**src/rtl/decode_stage_pkg.sv**
```systemverilog
//------------------------------------------------------------------------------
// Module  : instruction (package)
// Brief   : Instruction field map, opcode constants, decoded record and
//           decode-stage state encoding.
// Rev     : 1.0  initial release
//------------------------------------------------------------------------------
`default_nettype none

package instruction;

    localparam int c_instr_w     = 32;
    localparam int c_kind_lsb    = 29;
    localparam int c_cond_lsb    = 26;
    localparam int c_op_lsb      = 21;
    localparam int c_rd_lsb      = 16;
    localparam int c_rs_lsb      = 11;
    localparam int c_rq_lsb      = 6;
    localparam int c_shtype_lsb  = 4;
    localparam int c_imm_w       = 11;
    localparam int c_model_imm_w = 26;
    localparam int c_alu_cfg_w   = 7;

    localparam logic [2:0] KIND_RRR     = 3'd0;
    localparam logic [2:0] KIND_RRI     = 3'd1;
    localparam logic [2:0] KIND_MEMORY  = 3'd2;
    localparam logic [2:0] KIND_MODEL   = 3'd3;
    localparam logic [2:0] KIND_CUSTOM  = 3'd4;
    localparam logic [2:0] KIND_INVALID = 3'd7;

    localparam logic [2:0] COND_AL = 3'd0;
    localparam logic [2:0] COND_NV = 3'd7;

    localparam logic [4:0] BINOP_ADD = 5'd0;
    localparam logic [4:0] BINOP_SUB = 5'd1;
    localparam logic [4:0] BINOP_AND = 5'd2;
    localparam logic [4:0] BINOP_OR  = 5'd3;
    localparam logic [4:0] BINOP_XOR = 5'd4;
    localparam logic [4:0] BINOP_MUL = 5'd5;
    localparam logic [4:0] BINOP_CMP = 5'd6;

    // Bit 0 of a memory op selects the register (0) or immediate (1) form.
    localparam logic [4:0] MEMOP_LDRW_RR = 5'd0;
    localparam logic [4:0] MEMOP_LDRW_RI = 5'd1;
    localparam logic [4:0] MEMOP_STRW_RR = 5'd2;
    localparam logic [4:0] MEMOP_STRW_RI = 5'd3;

    typedef struct packed {
        logic [2:0]             kind;
        logic [2:0]             cond;
        logic [4:0]             op;
        logic [4:0]             rd;
        logic [4:0]             rs;
        logic [4:0]             rq;
        logic [1:0]             shift_type;
        logic [4:0]             shift_amt;
        logic [31:0]            immedate;
        logic [c_alu_cfg_w-1:0] alu_config;
    } s_decoded;

    typedef enum logic [1:0] {
        ST_EMPTY = 2'd0,
        ST_ONE   = 2'd1,
        ST_FULL  = 2'd2
    } e_stage_state;

    // One-hot ALU selection per binop.
    function automatic logic [c_alu_cfg_w-1:0] binop_cfg(input logic [4:0] op);
        return c_alu_cfg_w'(1) << op;
    endfunction

endpackage

`default_nettype wire

```
**src/rtl/decode_comb.sv**
```systemverilog
//------------------------------------------------------------------------------
// Module  : decode_comb
// Brief   : Pure combinational instruction word -> decoded record + illegal.
//           KIND_CUSTOM is legal only when DECODE_STAGE_CUSTOM_EN is defined.
// Rev     : 1.0  initial release
//------------------------------------------------------------------------------
`default_nettype none

module decode_comb
    import instruction::*;
(
    input  logic [c_instr_w-1:0] i_instr,
    output s_decoded             o_decoded,
    output logic                 o_illegal
);

    logic [2:0]  w_kind;
    logic [2:0]  w_cond;
    logic [4:0]  w_op;
    logic [31:0] w_simm;
    logic [31:0] w_zimm;
    s_decoded    w_dec;
    logic        w_ill;

    assign w_kind = i_instr[c_kind_lsb +: 3];
    assign w_cond = i_instr[c_cond_lsb +: 3];
    assign w_op   = i_instr[c_op_lsb +: 5];
    assign w_simm = {{(32-c_imm_w){i_instr[c_imm_w-1]}}, i_instr[c_imm_w-1:0]};
    assign w_zimm = {{(32-c_model_imm_w){1'b0}}, i_instr[c_model_imm_w-1:0]};

    always_comb begin
        w_dec      = '0;
        w_ill      = 1'b0;
        w_dec.kind = w_kind;
        w_dec.cond = w_cond;
        w_dec.op   = w_op;
        case (w_kind)
            KIND_RRR: begin
                w_ill            = (w_op > BINOP_CMP);
                w_dec.rd         = i_instr[c_rd_lsb +: 5];
                w_dec.rs         = i_instr[c_rs_lsb +: 5];
                w_dec.rq         = i_instr[c_rq_lsb +: 5];
                w_dec.shift_type = i_instr[c_shtype_lsb +: 2];
                w_dec.shift_amt  = {1'b0, i_instr[3:0]};
                w_dec.alu_config = binop_cfg(w_op);
            end
            KIND_RRI: begin
                w_ill            = (w_op > BINOP_CMP);
                w_dec.rd         = i_instr[c_rd_lsb +: 5];
                w_dec.rs         = i_instr[c_rs_lsb +: 5];
                w_dec.immedate   = w_simm;
                w_dec.alu_config = binop_cfg(w_op);
            end
            KIND_MEMORY: begin
                w_ill            = (w_op > MEMOP_STRW_RI);
                w_dec.rd         = i_instr[c_rd_lsb +: 5];
                w_dec.rs         = i_instr[c_rs_lsb +: 5];
                w_dec.alu_config = binop_cfg(BINOP_ADD);
                if (w_op[0]) begin
                    w_dec.immedate = w_simm;
                end else begin
                    w_dec.rq = i_instr[c_rq_lsb +: 5];
                end
            end
            KIND_MODEL: begin
                w_dec.immedate = w_zimm;
            end
`ifdef DECODE_STAGE_CUSTOM_EN
            KIND_CUSTOM: begin
                w_dec.immedate = w_zimm;
            end
`endif
            default: begin
                w_ill = 1'b1;
            end
        endcase
        if (w_ill) begin
            w_dec      = '0;
            w_dec.kind = KIND_INVALID;
            w_dec.cond = COND_NV;
        end
    end

    assign o_decoded = w_dec;
    assign o_illegal = w_ill;

endmodule

`default_nettype wire

```
**src/rtl/decode_stage.sv**
```systemverilog
//------------------------------------------------------------------------------
// Module  : decode_stage
// Brief   : Decode pipeline stage with registered-ready skid buffer and a
//           saturating illegal-word counter. Option: DECODE_STAGE_CUSTOM_EN.
// Rev     : 1.0  initial release
//------------------------------------------------------------------------------
`default_nettype none

module decode_stage
    import instruction::*;
#(
    parameter int ILL_CNT_W = 16
) (
    input  logic                         clk,
    input  logic                         rst,
    input  logic                         flush,
    input  logic                         in_valid,
    output logic                         in_ready,
    input  logic [31:0]                  in_instr,
    output logic                         out_valid,
    input  logic                         out_ready,
    output logic [$bits(s_decoded)-1:0]  out_decoded,
    output logic                         out_illegal,
    output logic [ILL_CNT_W-1:0]         ill_count
);

    e_stage_state         r_state;
    logic                 r_in_ready;
    s_decoded             r_out_dec;
    logic                 r_out_ill;
    s_decoded             r_skid_dec;
    logic                 r_skid_ill;
    logic [ILL_CNT_W-1:0] r_ill_count;

    s_decoded             w_dec;
    logic                 w_ill;
    logic                 w_accept;

    decode_comb u_decode_comb (
        .i_instr   (in_instr),
        .o_decoded (w_dec),
        .o_illegal (w_ill)
    );

    assign w_accept = in_valid && r_in_ready;

    // out_valid is implied by the state; ready toggles only on FULL entry/exit.
    always_ff @(posedge clk) begin
        if (rst) begin
            r_state    <= ST_EMPTY;
            r_in_ready <= 1'b1;
            r_out_dec  <= '0;
            r_out_ill  <= 1'b0;
            r_skid_dec <= '0;
            r_skid_ill <= 1'b0;
        end else if (flush) begin
            r_state    <= ST_EMPTY;
            r_in_ready <= 1'b1;
        end else begin
            case (r_state)
                ST_EMPTY: begin
                    if (w_accept) begin
                        r_out_dec <= w_dec;
                        r_out_ill <= w_ill;
                        r_state   <= ST_ONE;
                    end
                end
                ST_ONE: begin
                    if (w_accept && !out_ready) begin
                        r_skid_dec <= w_dec;
                        r_skid_ill <= w_ill;
                        r_state    <= ST_FULL;
                        r_in_ready <= 1'b0;
                    end else if (w_accept) begin
                        r_out_dec <= w_dec;
                        r_out_ill <= w_ill;
                    end else if (out_ready) begin
                        r_state <= ST_EMPTY;
                    end
                end
                ST_FULL: begin
                    if (out_ready) begin
                        r_out_dec  <= r_skid_dec;
                        r_out_ill  <= r_skid_ill;
                        r_state    <= ST_ONE;
                        r_in_ready <= 1'b1;
                    end
                end
                default: begin
                    r_state    <= ST_EMPTY;
                    r_in_ready <= 1'b1;
                end
            endcase
        end
    end

    always_ff @(posedge clk) begin
        if (rst) begin
            r_ill_count <= '0;
        end else if (!flush && w_accept && w_ill && (r_ill_count != '1)) begin
            r_ill_count <= r_ill_count + ILL_CNT_W'(1);
        end
    end

    assign in_ready    = r_in_ready;
    assign out_valid   = (r_state != ST_EMPTY);
    assign out_decoded = r_out_dec;
    assign out_illegal = r_out_ill;
    assign ill_count   = r_ill_count;

endmodule

`default_nettype wire

```
**config.mk**
```make
export PLATFORM = sky130hd
export DESIGN_NAME = decode_stage
export DESIGN_NICKNAME = d
export VERILOG_FILES = /design/src/rtl/decode_stage_pkg.sv /design/src/rtl/decode_comb.sv /design/src/rtl/decode_stage.sv
export SDC_FILE = /design/constraint.sdc
export NUM_CORES = 1
export LEC_CHECK = 0
export CORE_ASPECT_RATIO = 1.4
export CORE_UTILIZATION = 45
export DETAILED_ROUTE_END_ITERATION = 8
export PLACE_DENSITY = 0.75
export SLEW_MARGIN = 30
export SYNTH_ARGS = -nofsm -noshare
export SYNTH_HDL_FRONTEND = slang
export SYNTH_SLANG_ARGS = --single-unit
```
**constraint.sdc**
```tcl
create_clock -name clk -period 5.8 [get_ports clk]
set_clock_uncertainty 0.1 [all_clocks]
set_input_delay 1.16 -clock clk [delete_from_list [all_inputs] [get_ports clk]]
set_output_delay 1.16 -clock clk [all_outputs]
set_load 0.02 [all_outputs]
```
; ---- Yosys cells after proc, flatten, opt, wreduce, memory -nomap -nowiden
; Index checks and enable logic that the tools add are counted.
[word_totals]
ff_bits = 165
in_bits = 37
out_inout_bits = 91
[classes]
n_addsub = 1
n_lt_le_gt_ge = 2
n_eq_ne = 12
n_shift = 1
mux = 26
bitwise_logic = 2
reduce_logical = 18
[ops]
columns = operator, count
row1 = $mux W72, 4
row2 = $pmux W72 S3, 1
row3 = $pmux W32 S3, 1
row4 = $mux W32, 1
row5 = $add A16 B1 Y16 const B, 1
row6 = $ne A16 B16 Y1 const B, 1
row7 = $pmux W7 S2, 1
row8 = $mux W10, 1
row9 = $mux W2, 5
row10 = $pmux W5 S2, 1
row11 = $pmux W1 S3, 3
row12 = $ne A2 B2 Y1 const B, 4
row13 = $reduce_and A4 Y1, 2
row14 = $mux W7, 1
row15 = $shl A1 B5 Y7 const A, 1
row16 = $eq A3 B2 Y1 const B, 2
row17 = $ne A3 B3 Y1 const B, 2
row18 = $pmux W2 S3, 1
row19 = $reduce_and A3 Y1, 2
row20 = $gt A5 B2 Y1 const B, 1
row21 = $gt A5 B3 Y1 const B, 1
row22 = $logic_and A1 B1 Y1, 5
row23 = $mux W1, 5
row24 = $mux W5, 1
row25 = 11 further kinds, 14

; ---- Logic depth before layout (Yosys ltp)
[logic_depth]
word_depth = 7
mapped_depth = 8

; ---- Hierarchy
; Synthesis repeated with hierarchy kept, for this count alone.
[hier_totals]
hier_cells = 926
area_unflattened_um2 = 7913.8
[modules_own_cells]
columns = mod, n_inst, cells_per_inst, area_each_um2
row1 = decode_stage, 1, 794, 7150.6
row2 = decode_comb, 1, 132, 763.2

; ---- Least setup slack after synthesis
; OpenSTA, ideal clock, no wires.
[synth_path]
path_type = input port to flip-flop
start = in in_instr[21]
end = reg r_skid_dec[20] (netlist bit)
arrival_ns = 2.613
required_ns = 5.620
path_slack_ns = 3.007
stages = 7
path_buffers = 2
path_cell_list = a311o_1 > a221o_2 > buf_6 > nor2_4 > nor2_1 > buf_6 > a211oi_2
[synth_via]
elab_chain_cells = 3
elab_cells_between_ends = 6
cone_classes = 2 x order compare / 4 x mux
[synth_rtl]
columns = item, line_no
row1 = start: declaration, decode_stage.sv:19  ; input logic [31:0] in_instr,
row2 = $gt A5 B2 Y1 (tied with other cells), decode_comb.sv:55  ; w_ill = (w_op > MEMOP_STRW_RI);
row3 = $pmux W1 S3 or $pmux W32 S3 (tied branches), decode_comb.sv:37  ; case (w_kind)
row4 = $mux W72 (*), decode_comb.sv:77  ; if (w_ill) begin
row5 = end signal: assignment, decode_stage.sv:70  ; r_skid_dec <= w_dec;
row6 = end: declaration, decode_stage.sv:31  ; s_decoded r_skid_dec;
; Every way passes the cells marked *; elsewhere a longest branch is shown, timed or not.
; A chain may end at the register's enable or synchronous reset.

; ---- Final worst setup path
[layout_path]
start = in in_instr[21]
end = reg r_out_dec, in the netlist out_decoded[10]
[layout_via]
elab_chain_cells = 6
elab_cells_between_ends = 9
cone_classes = 2 x order compare / 7 x mux
[layout_rtl]
columns = item, line_no
row1 = $gt A5 B2 Y1 (tied with other cells), decode_comb.sv:55
row2 = $pmux W1 S3 or $pmux W32 S3 (tied branches), decode_comb.sv:37
row3 = $mux W72 (*), decode_comb.sv:77
row4 = $mux W72 (*), "decode_stage.sv:62, decode_stage.sv:74"
row5 = $mux W72, decode_stage.sv:69  ; if (w_accept && !out_ready) begin
row6 = $pmux W72 S3 (*), decode_stage.sv:60  ; case (r_state)
row7 = end signal: assignment, decode_stage.sv:63  ; r_out_dec <= w_dec;
row8 = end signal: assignment, decode_stage.sv:75  ; r_out_dec <= w_dec;
row9 = end signal: assignment, decode_stage.sv:83  ; r_out_dec <= r_skid_dec;
row10 = end: declaration, decode_stage.sv:29  ; s_decoded r_out_dec;
; Every way passes the cells marked *; elsewhere a longest branch is shown, timed or not. The select of a mux whose other input is x is not followed.

==> metrics <==
first-pass GRT wire length=28550 µm; PostCTS Resize Cnt=0; initial DRC count=382; die span in y=143.6 µm; minimum clock period=4.012 ns; Slew Viols, Final=0; Synth Area per Inst=8.764 µm²; main combinational cell family by area after synthesis=simple AND/OR/NAND/NOR gates; CP Max Fanout=22; WHS Path Cells=2; die span in x=103.1 µm; measured slew at the worst slew-check pin=0.8712 ns; FP Rows=51; Post-synth EDFFs=0; asr flop ratio synth=0%; unrepaired setup endpoints after global routing=false; pin count of the biggest net entering global routing=70; Post-Synth Adder-Cell Area=0.1943%; FILL cells=1266; TritonRoute pass-1 iters=5; Post-Route WL=18060 µm; XOR/XNOR Fraction of Synth Area=1.360%; final setup vio count=0; WL/cell=17.81 µm; distinct cell type count after synthesis=57; Num CTS Buffers=17; worst path required time=6.03 ns; Initial Util=46.30%; TNS Setup=0 ns; register area=3063 µm²; Via density=5.966; post-synth top area cell=dfxtp_1; GR Overflow Total=0; Post-Syn Area=6441 µm²; HP Class=reg2reg; top sig layer=met4; Fin. Hold Viols=0; Layout Nets=855; max-capacitance violation count=0; Crit. End Element=flop; Synth Register Bits=153; Skew-Pair Late Insertion Delay=0.42 ns; RePlAce Congestion=0.8675; Synth top area share=47.55%; Clock Tree Buf Depth=2; CP top delay family=compound AO/OA/AOI/OAI gates; GRT Resource Usage Total=24.71%; HP Start=r_skid_dec[62]$_SDFFE_PP0P_; syn_nets=773; pre-CTS setup slack=1.361 ns; H-tree levels=4; CTS root buf=clkbuf_16; number of global-route vias before repair=5872; hpwl dp=11860 µm; P&R area growth vs syn=28.30%; Peak Freq=0.2493 GHz; antenna viol nets, final=0; Pleak=2.894 nW; Synth warnings=0; layout cells sized above 1=7.841%; Worst slew margin=41.60%; status=complete, no violations; Crit path largest cell delay=0.78 ns; FF-to-FF path depth=6; Pwr Density=298.3 nW/µm²; crit path DAT=4.25 ns; CTS Sinks=153; Worst R2R Start=r_state[0]$_SDFFE_PP0P_; slowest cell on the critical path=nor3_2; multiplexer share of the synthesized area=0.1554%; Startpoint Class=input port; R2R Setup Slk=3.00 ns; most common cell after layout, fill and taps aside=dfxtp_1; Final WS setup=1.788 ns; CP bufs+invs=1; critical path class=in2reg; hold endpoint=r_skid_dec[62]$_SDFFE_PP0P_; Most used DFF post-synth=dfxtp_1; Die ar.=14800 µm²; Worst VDD drop=0.0002062 V; met3 WL=1141 µm; IO Count=128; Clock Pin Slew Worst Setup and Hold Paths=0.06 ns; postcts setup bufs=0; # hold bufs at CTS=0; Area contributors post-synth=dfxtp_1, nor2_1, a221oi_1, nor3_1, a22oi_1; Multi-input gate area=3080 µm²; Tcrit/Tclk final=69.17%; worst path cell trace=clkdlybuf4s50_1 > a311o_1 > a221o_2 > nor3_2 > a221oi_1 > nor3_1; via count=6050; synthesized instance count=735; ANT cells=0; worst r2r dst=r_skid_dec[11]$_SDFFE_PP0P_; post-synthesis simple-gate area fraction=23.68%; met2 wire len=9090 µm; port bufs=126; commonest cells after routing, fill and taps aside=dfxtp_1, clkdlybuf4s50_1, nor2_1, nor3_1, nand2_1; M1 WL=7270 µm; Synth Area in Compound Gates=21.87%; core area=13910 µm²; Remaining DRCs=0; initial antenna violation count=0; Seq/Total Area, Yosys=47.55%; CTS tree=yes
kinds of logic after synthesis:
family                     Yosys count
xor gates and xnor gates            10
and+or+nand+nor                    315
AOI/OAI and AO/OA                  182
other                                1
adders and majority gates            1
DFF                                153
buffers and inverters               72
muxes                                1
synthesized netlist by cell type (all sizes together), types with 3 or more instances:
cell,count
nand4,10
nor4b,3
buf,23
nand2b,6
nor3,58
xor2,6
o2bb2ai,6
and3,10
a21oi,27
dfxtp,153
a22o,13
a22oi,37
nand2,55
a221oi,37
or4,3
nand3b,3
clkbuf,47
o311ai,3
o21ai,14
xnor2,4
o21a,16
nor2b,5
nand3,11
nor4,9
nand4b,3
nor2,128
a211oi,14
layout make-up:
cell class | instances | area share, %
Timing Repair Buffer | 133 | 15.87
Sequential cell | 153 | 37.06
Tap cell | 185 | 2.801
Clock inverter | 12 | 1.544
Multi-Input combinational cell | 510 | 37.27
Inverter | 2 | 0.09084
Clock buffer | 19 | 5.360
power breakdown:
group          internal, W  switching (W)  total (W)  leakage, nW
Sequential         0.00108      0.0000215    0.00111         1.24
Clock             0.000639       0.000430    0.00107        0.271
Combinational     0.000120       0.000171   0.000291         1.38
registers in the layout (all words and copies together) (netlist names):
register and flops:
r_skid_dec 66, out_illegal 1, in_ready 1, r_skid_ill 1, out_decoded 66, r_state 2
ill_count 16
metrics by stage:
step / utilization, % / instances / hold slack [ns] / cell area (µm²) / total power (W)
6_report: 59.41 / 1014 / 0.3534 / 8264 / 0.002465
3_5_place_dp: 55.31 / 983 / 0.3462 / 7694 / 0.001416
3_3_place_gp: 55.19 / 983 / 0.3378 / 7677 / 0.001409
5_1_grt: 59.41 / 1014 / 0.3626 / 8264 / 0.002550
4_1_cts: 59.41 / 1014 / 0.3535 / 8264 / 0.002480
2_1_floorplan: - / 735 / 0.3320 / 6441 / 0.001288
layer usage:
layer,track usage (%),vias up
met4,10.90,0
li1,-,2833
met2,42.00,260
met5,0,-
met1,29.64,2913
met3,5.253,44
worst max path at each step:
stage | start | slack [ns] | to | depth (start not counted)
floorplan | in_instr[21] | 3.01 | r_skid_dec[20]$_SDFFE_PP0P_ | 7
global placement | out_ready | 1.50 | out_decoded[42]$_SDFFE_PP0P_ | 6
detailed placement | in_instr[21] | 1.36 | out_decoded[12]$_SDFFE_PP0P_ | 6
CTS | in_instr[21] | 1.81 | out_decoded[10]$_SDFFE_PP0P_ | 6
global route | in_instr[21] | 1.69 | out_decoded[10]$_SDFFE_PP0P_ | 6
finish | in_instr[21] | 1.79 | out_decoded[10]$_SDFFE_PP0P_ | 6
worst reg2reg max path, cell delays in order (launching register included):
cell      delay [ns]
dfxtp_1         0.50
nor4bb_1        0.49
nand3b_1        0.15
buf_4           0.37
nor3_2          0.82
a22oi_1         0.18
nor2_1          0.13
(Power assumes the default switching activity.)
